[config.mk]
export PLATFORM = sky130hd
export DESIGN_NAME = seq_gen_1010_flat
export DESIGN_NICKNAME = d
export VERILOG_FILES = /design/src/rtl/seq_gen_pkg.sv /design/src/rtl/seq_gen_1010_if.sv /design/src/rtl/seq_gen_shreg.sv /design/src/rtl/seq_gen_1010.sv /design/src/flat_wrapper.sv
export SDC_FILE = /design/constraint.sdc
export NUM_CORES = 1
export LEC_CHECK = 0
export CELL_PAD_IN_SITES_DETAIL_PLACEMENT = 1
export CELL_PAD_IN_SITES_GLOBAL_PLACEMENT = 2
export CORE_MARGIN = 2
export CORE_UTILIZATION = 32
export DETAILED_ROUTE_END_ITERATION = 8
export PLACE_DENSITY = 0.86
export SLEW_MARGIN = 40
export SYNTH_ARGS = -nofsm -noshare
export SYNTH_HDL_FRONTEND = slang
export SYNTH_HIERARCHICAL = 1
export SYNTH_SLANG_ARGS = --single-unit
[constraint.sdc]
create_clock -name clk -period 2.5 [get_ports clk]
set_clock_uncertainty 0.2 [all_clocks]
set_input_delay 0.375 -clock clk [delete_from_list [all_inputs] [get_ports clk]]
set_output_delay 0.375 -clock clk [all_outputs]
set_load 0.1 [all_outputs]
[src/rtl/seq_gen_pkg.sv]
// rtl/seq_gen_pkg.sv - state encoding and constants for seq_gen_1010 (PRE state under SEQ_GEN_PREAMBLE_EN)
package seq_gen_pkg;

    localparam int         PRE_LEN         = 2;
    localparam logic [3:0] DEFAULT_PATTERN = 4'b1010;

    localparam logic [1:0] ENC_IDLE  = 2'd0;
    localparam logic [1:0] ENC_SHIFT = 2'd1;
    localparam logic [1:0] ENC_DONE  = 2'd2;
    localparam logic [1:0] ENC_PRE   = 2'd3;

`ifdef SEQ_GEN_PREAMBLE_EN
    typedef enum logic [1:0] {
        ST_IDLE  = ENC_IDLE,
        ST_SHIFT = ENC_SHIFT,
        ST_DONE  = ENC_DONE,
        ST_PRE   = ENC_PRE
    } state_t;
`else
    typedef enum logic [1:0] {
        ST_IDLE  = ENC_IDLE,
        ST_SHIFT = ENC_SHIFT,
        ST_DONE  = ENC_DONE
    } state_t;
`endif

endpackage

[src/rtl/seq_gen_1010_if.sv]
// rtl/seq_gen_1010_if.sv - request/serial-output bundle between a requester and seq_gen_1010
interface seq_gen_1010_if
    import seq_gen_pkg::*;
#(
    parameter int WIDTH = 4,
    parameter int CNT_W = 4
);

    logic             start;
    logic [WIDTH-1:0] pattern;
    logic [CNT_W-1:0] reps;
    logic             out;
    logic             valid;
    logic             busy;
    logic             done;

    modport master (
        output start, pattern, reps,
        input  out, valid, busy, done
    );

    modport slave (
        input  start, pattern, reps,
        output out, valid, busy, done
    );

endinterface

[src/rtl/seq_gen_shreg.sv]
// rtl/seq_gen_shreg.sv - loadable MSB-first shift register, falling-edge clocked
module seq_gen_shreg
    import seq_gen_pkg::*;
#(
    parameter int WIDTH = 4
) (
    input  logic             clk,
    input  logic             clr,
    input  logic             load,
    input  logic             shift,
    input  logic [WIDTH-1:0] din,
    output logic             msb
);

    logic [WIDTH-1:0] data_q;

    // clear wins over load, load wins over shift; zeros fill from the LSB
    always_ff @(negedge clk) begin
        if (clr) begin
            data_q <= '0;
        end else if (load) begin
            data_q <= din;
        end else if (shift) begin
            data_q <= data_q << 1;
        end
    end

    assign msb = data_q[WIDTH-1];

endmodule

[src/rtl/seq_gen_1010.sv]
// rtl/seq_gen_1010.sv - repeated-frame serial pattern generator; SEQ_GEN_PREAMBLE_EN adds a 2-cycle idle preamble
module seq_gen_1010
    import seq_gen_pkg::*;
#(
    parameter int WIDTH = 4,
    parameter int CNT_W = 4
) (
    input  logic          clk,
    input  logic          clr,
    seq_gen_1010_if.slave bus
);

    // largest transfer is WIDTH bits times the largest repetition count
    localparam int MAX_BITS = WIDTH * ((1 << CNT_W) - 1);
    localparam int TOT_W    = $clog2(MAX_BITS + 1);
    localparam int IDX_W    = (WIDTH > 1) ? $clog2(WIDTH) : 1;
    localparam logic [IDX_W-1:0] LAST_IDX = IDX_W'(WIDTH - 1);

    state_t           state_q, state_d;
    logic [WIDTH-1:0] pattern_q, pattern_d;
    logic [TOT_W-1:0] left_q, left_d;
    logic [IDX_W-1:0] idx_q, idx_d;
    logic             valid_q, valid_d;
    logic             done_q, done_d;
    logic             sh_load, sh_shift;
    logic [WIDTH-1:0] sh_din;
    logic             sh_msb;
    logic [TOT_W-1:0] total_bits;

`ifdef SEQ_GEN_PREAMBLE_EN
    localparam int PRE_W = (PRE_LEN > 1) ? $clog2(PRE_LEN) : 1;
    logic [PRE_W-1:0] pre_q, pre_d;
`endif

    assign total_bits = TOT_W'(WIDTH) * TOT_W'(bus.reps);

    // left_q counts bits still to follow the one on out; idx_q is that bit's position in its frame
    always_comb begin
        state_d   = state_q;
        pattern_d = pattern_q;
        left_d    = left_q;
        idx_d     = idx_q;
        valid_d   = 1'b0;
        done_d    = 1'b0;
        sh_load   = 1'b0;
        sh_shift  = 1'b0;
        sh_din    = '0;
`ifdef SEQ_GEN_PREAMBLE_EN
        pre_d     = pre_q;
`endif
        unique case (state_q)
            ST_IDLE: begin
                if (bus.start && (bus.reps != '0)) begin
                    pattern_d = bus.pattern;
                    left_d    = total_bits - 1'b1;
                    idx_d     = LAST_IDX;
`ifdef SEQ_GEN_PREAMBLE_EN
                    state_d   = ST_PRE;
                    pre_d     = PRE_W'(PRE_LEN - 1);
`else
                    state_d   = ST_SHIFT;
                    valid_d   = 1'b1;
                    sh_load   = 1'b1;
                    sh_din    = bus.pattern;
`endif
                end
            end
`ifdef SEQ_GEN_PREAMBLE_EN
            ST_PRE: begin
                if (pre_q == '0) begin
                    state_d = ST_SHIFT;
                    valid_d = 1'b1;
                    sh_load = 1'b1;
                    sh_din  = pattern_q;
                end else begin
                    pre_d = pre_q - 1'b1;
                end
            end
`endif
            ST_SHIFT: begin
                if (left_q == '0) begin
                    state_d = ST_DONE;
                    done_d  = 1'b1;
                    sh_load = 1'b1;
                    sh_din  = '0;
                end else begin
                    valid_d = 1'b1;
                    left_d  = left_q - 1'b1;
                    if (idx_q == '0) begin
                        sh_load = 1'b1;
                        sh_din  = pattern_q;
                        idx_d   = LAST_IDX;
                    end else begin
                        sh_shift = 1'b1;
                        idx_d    = idx_q - 1'b1;
                    end
                end
            end
            ST_DONE: begin
                state_d = ST_IDLE;
            end
            default: begin
                state_d = ST_IDLE;
            end
        endcase
    end

    // state and counters advance on the falling edge; clr aborts from any state
    always_ff @(negedge clk) begin
        if (clr) begin
            state_q   <= ST_IDLE;
            pattern_q <= '0;
            left_q    <= '0;
            idx_q     <= '0;
            valid_q   <= 1'b0;
            done_q    <= 1'b0;
`ifdef SEQ_GEN_PREAMBLE_EN
            pre_q     <= '0;
`endif
        end else begin
            state_q   <= state_d;
            pattern_q <= pattern_d;
            left_q    <= left_d;
            idx_q     <= idx_d;
            valid_q   <= valid_d;
            done_q    <= done_d;
`ifdef SEQ_GEN_PREAMBLE_EN
            pre_q     <= pre_d;
`endif
        end
    end

    // the shift register doubles as the out flop: it is zero whenever no frame bit is being sent
    seq_gen_shreg #(
        .WIDTH (WIDTH)
    ) u_shreg (
        .clk   (clk),
        .clr   (clr),
        .load  (sh_load),
        .shift (sh_shift),
        .din   (sh_din),
        .msb   (sh_msb)
    );

    assign bus.out   = sh_msb;
    assign bus.valid = valid_q;
    assign bus.done  = done_q;
    assign bus.busy  = (state_q != ST_IDLE);

endmodule

[src/flat_wrapper.sv]
// flat-port wrapper written by rule: the top's interface ports become plain ports
module seq_gen_1010_flat import seq_gen_pkg::*;
#(
    parameter int WIDTH = 4,
    parameter int CNT_W = 4
)
  (clk, clr, bus_start, bus_pattern, bus_reps, bus_out, bus_valid, bus_busy, bus_done);
  seq_gen_1010_if #(.WIDTH(WIDTH), .CNT_W(CNT_W)) bus_i ();
  input  logic clk;
  input  logic clr;
  input wire logic [$bits(bus_i.start)-1:0] bus_start;
  input wire logic [$bits(bus_i.pattern)-1:0] bus_pattern;
  input wire logic [$bits(bus_i.reps)-1:0] bus_reps;
  output wire logic [$bits(bus_i.out)-1:0] bus_out;
  output wire logic [$bits(bus_i.valid)-1:0] bus_valid;
  output wire logic [$bits(bus_i.busy)-1:0] bus_busy;
  output wire logic [$bits(bus_i.done)-1:0] bus_done;
  assign bus_i.start = bus_start;
  assign bus_i.pattern = bus_pattern;
  assign bus_i.reps = bus_reps;
  assign bus_out = bus_i.out;
  assign bus_valid = bus_i.valid;
  assign bus_busy = bus_i.busy;
  assign bus_done = bus_i.done;
  seq_gen_1010 #(.WIDTH(WIDTH), .CNT_W(CNT_W)) u_core (.clk(clk), .clr(clr), .bus(bus_i));
endmodule
# Yosys cells after proc, flatten, opt, wreduce, memory -nomap -nowiden
# Cells that the tools add are included.
[word_totals]
input_bits = 11
ff_bits = 20
word_cells = 53
[op_classes]
n_eq_ne = 4
add_sub_neg = 3
bitwise = 1
n_reduce_logical = 12
mux = 26
[op_table]
columns = ["op", "n"]
rows = [
  ["two-way mux 4 bit", 5],
  ["two-way mux 6 bit", 2],
  ["case mux 6 bit (2 select lines)", 1],
  ["subtractor 6 x 1 -> 6 bit (second input constant)", 2],
  ["two-way mux 2 bit", 5],
  ["two-way mux 1 bit", 8],
  ["case mux 2 bit (2 select lines)", 2],
  ["case mux 4 bit (2 select lines)", 1],
  ["zero test 6 bit", 1],
  ["nonzero test 2 bit", 3],
  ["zero test 2 bit", 2],
  ["inequality test 2 x 1 -> 1 bit (second input constant)", 2],
  ["case mux 1 bit (2 select lines)", 2],
  ["AND reduction 2 bit", 2],
  ["nonzero test 4 bit", 1],
  ["AND reduction 3 bit", 1],
  ["== test 2 x 1 -> 1 bit (second input constant)", 1],
  ["inequality test 2 bit (second input constant)", 1],
  ["OR reduction 2 bit", 1],
  ["subtractor 2 x 1 -> 2 bit (second input constant)", 1],
  ["logical AND 1 bit", 1],
  ["NOT 1 bit", 1],
]

# Depth between registers and ports, before layout
[logic_depth]
depth_word = 6
ltp_mapped = 8
ltp_nobuf = 7

# By module
# The synthesis kept the hierarchy.
[by_module_without_submodules]
columns = ["mod", "area_each_um2", "cells_per_inst", "instances"]
rows = [
  ["seq_gen_1010", 930.9, 105, 1],
  ["seq_gen_shreg", 176.4, 18, 1],
]

==> flow_summary.yaml <==
outcome:
  status: "complete, but fails checks"
  violations: "negative setup slack"
final_layout:
  drive_gt1_share_pct: 51.4
  diodes: 0
  seq_area_um2: 407
  finalNetCount: 195
  syn_to_final_growth_pct: 69.8
  multiInputGateArea_um2: 840
  final.fill_count: 382
timing:
  worst_pin_slew_ps: 530
  setup-violations-final: 22
  tns_ps: -3240
  hold_ws_ps: 272
  relSlewSlack_pct: 64.7
  final_max_slew_viol_count: 0
  hold_viol: 0
  rsz0062_at_grt: "yes"
  setup_slack_ps: -459
drt:
  wirelength_mm: 3.97
  final_antenna_net_count: 0
  drt_first_pass_iters: 4
  via_per_inst: 5.18
  drc: 0
  wl_per_cell_um: 17.7
  routed-via-count: 1165
  first_iter_violations: 29
placement:
  hpwl_mm: 2.27
  gp_congestion: 0.783
  port_buffers: 14
logic_synthesis:
  avgSynthCellArea_um2: 9.00
  synth_edf_count: 0
  ys.flop_type: "dfxtp_1"
  synth_seq_cells: 20
  synth.yosys.seq_area_share_pct: 36.2
  yosysWarnings: 6
  yosysTopAreaCellShare_pct: 36.2
  postSynth.asyncResetShare_pct: 0
  yosys-top-cells-area: "dfxtp_1 36%, a21oi_1 5.0%, ha_1 4.5%"
  syn_nets: 138
  netlist_instances: 123
  synth_cell_types: 40
  yosys.area.top_type: "dfxtp_1"
  synth_area_um2: 1110
power:
  powerDensity_nw_per_um2: 739
  leakage_nw: 0.800
  ir_worst_vdd_mv: 0.348
clock_tree:
  cts_sinks: 20
  clk_transition_reported_paths_ps: 50
  cts_max_level: 1
  cts_made_buffers: 3
  clockBufferDepth: 2
  cts_tree: "yes"
  clk_latency_ps: 410
  cts_root_buffer: "clkbuf_4"
setup_path:
  worstSetupEndpoint: "bus_busy"
  arrival_ps: 2380
  critPathLaunchType: "register"
  crit_fanout: 2
  cp.required_ps: 1920
  crit_path_end_kind: "output port"
  reg2reg_depth: 6
  r2r_end: "u_core/u_shreg/data_q[3]$_SDFFE_NP0P_"
  crit_type: "register to output port"
  reg2reg_from: "u_core/state_q[1]$_SDFFE_NP0P_"
  crit_start: "u_core/state_q[1]$_SDFFE_NP0P_"
  r2r_setup_slack_ps: 330
die:
  core_area_um2: 3340
  dieArea_um2: 3950
  dieWidth_um: 62.8
  ios: 15
  start_util_pct: 33.2
  row_count: 21
  die_h_um: 62.8
global_routing:
  grt_antenna_before_repair: 0
  grt_pass1_wl_mm: 6.31
  gr-usage-all-layers_pct: 20.2
  grt_remaining_overflow: 0
  grt_use_met2_pct: 37.4
  grt_max_degree: 13
  grtUsageMet1_pct: 22.4
  gr-max-usage-layer: "met2"
  grt_use_met3_pct: 4.14
  grt_pass1_vias: 1336
flow_run:
  maxCapViolCount: 0
hold_path:
  hp-class: "register to register"
[critical path, stage by stage (launching register included)]
cell	delay [ps]
dfxtp_2	330
nor2_4	130
clkinvlp_4	110
buf_12	170
[timing repair]
item | in CTS | in global routing
cloned | 1 | 0
hold buffers | 0 | 0
hold endpoints to repair | 0 | 0
endpoints found under the setup margin | 22 | 22
gates resized for setup | 34 | 30
setup buffers | 6 | 5
pin swaps | 8 | 11
[Yosys cell counts, types with 2 or more instances]
library cell and count:
nor3_1 6, mux2i_1 3, a211oi_1 4, a221oi_2 2, o21ai_0 2, o32ai_1 2
a21oi_1 11, nand2_1 13, nor2_2 2, nand2b_1 4, nor2_1 4, dfxtp_1 20
inv_1 13, ha_1 4, nor2b_1 4, a32o_2 4, clkbuf_1 2
[per-layer routing]
metal / vias to the layer above / wire length (µm)
met1: 571 / 1640
met4: 0 / 81
met3: 8 / 114
met5: - / 0
met2: 25 / 2130
li1: 561 / -
[cell usage in the layout (no fill, tap or decap), types with 3 or more instances in the layout]
cell type        instances
a211oi_2                 5
a21oi_1                  7
clkbuf_4                 3
dfxtp_1                 15
nor3_1                   4
buf_4                   16
nor3_4                   3
a32o_2                   4
mux2i_1                  3
buf_12                   6
a21oi_2                  5
nor2b_4                  3
nand2_1                  7
nand2b_1                 3
ha_1                     3
buf_6                    7
clkdlybuf4s50_1          5
nand2_2                  6
dfxtp_2                  5
inv_1                   28
nor2_4                   4
[metrics by stage]
step | setup WS, ps | instances | power [mW] | cell area (µm²) | util (%)
after floorplan | -455 | 123 | 0.812 | 1190 | -
after global placement | -1020 | 192 | 0.954 | 1500 | 44.9
after detailed placement | -1090 | 192 | 0.970 | 1500 | 44.9
after CTS | -453 | 221 | 1.29 | 1730 | 51.7
after global routing | -514 | 225 | 1.49 | 1880 | 56.4
final | -459 | 225 | 1.39 | 1880 | 56.4
[worst min-delay path by stage]
stage / to / startpoint / cells after the start
final: u_core/pattern_q[0]$_SDFFE_NP0P_ / u_core/pattern_q[0]$_SDFFE_NP0P_ / 2
after CTS: u_core/pattern_q[0]$_SDFFE_NP0P_ / u_core/pattern_q[0]$_SDFFE_NP0P_ / 2
after detailed placement: u_core/pattern_q[0]$_SDFFE_NP0P_ / u_core/pattern_q[0]$_SDFFE_NP0P_ / 2
after floorplan: u_core/pattern_q[0]$_SDFFE_NP0P_ / u_core/pattern_q[0]$_SDFFE_NP0P_ / 2
after global placement: u_core/pattern_q[2]$_SDFFE_NP0P_ / u_core/pattern_q[2]$_SDFFE_NP0P_ / 2
after global routing: u_core/pattern_q[1]$_SDFFE_NP0P_ / u_core/pattern_q[1]$_SDFFE_NP0P_ / 2
[cells by family after synthesis]
kind of cell,Yosys count,share of synthesized area [%]
simple gates,40,20.9
compound gates,37,27.7
flops,20,36.2
mux,3,2.71
fa+ha+maj,4,4.52
xor+xnor,1,0.791
buf+inv,18,7.23
[final cells by class]
cell class	count	share of cell area (%)
Multi-Input combinational cell	86	44.6
Timing Repair Buffer	38	21.8
Inverter	11	3.46
Clock buffer	3	1.20
Clock inverter	21	4.26
Tap cell	46	3.06
Sequential cell	20	21.6
[state kept, by name, indices dropped and copies added (netlist names)]
register	count
u_core/bus.valid	1
u_core/left_q	6
u_core/state_q	2
u_core/idx_q	2
u_core/u_shreg/data_q	4
u_core/pattern_q	4
u_core/bus.done	1
[power by group]
group	internal [mW]	total [mW]	switching, mW
registers	0.368	0.419	0.0503
clock network	0.100	0.327	0.226
logic	0.291	0.645	0.354
total	0.760	1.39	0.630
Power figures use the tool's default switching activity.
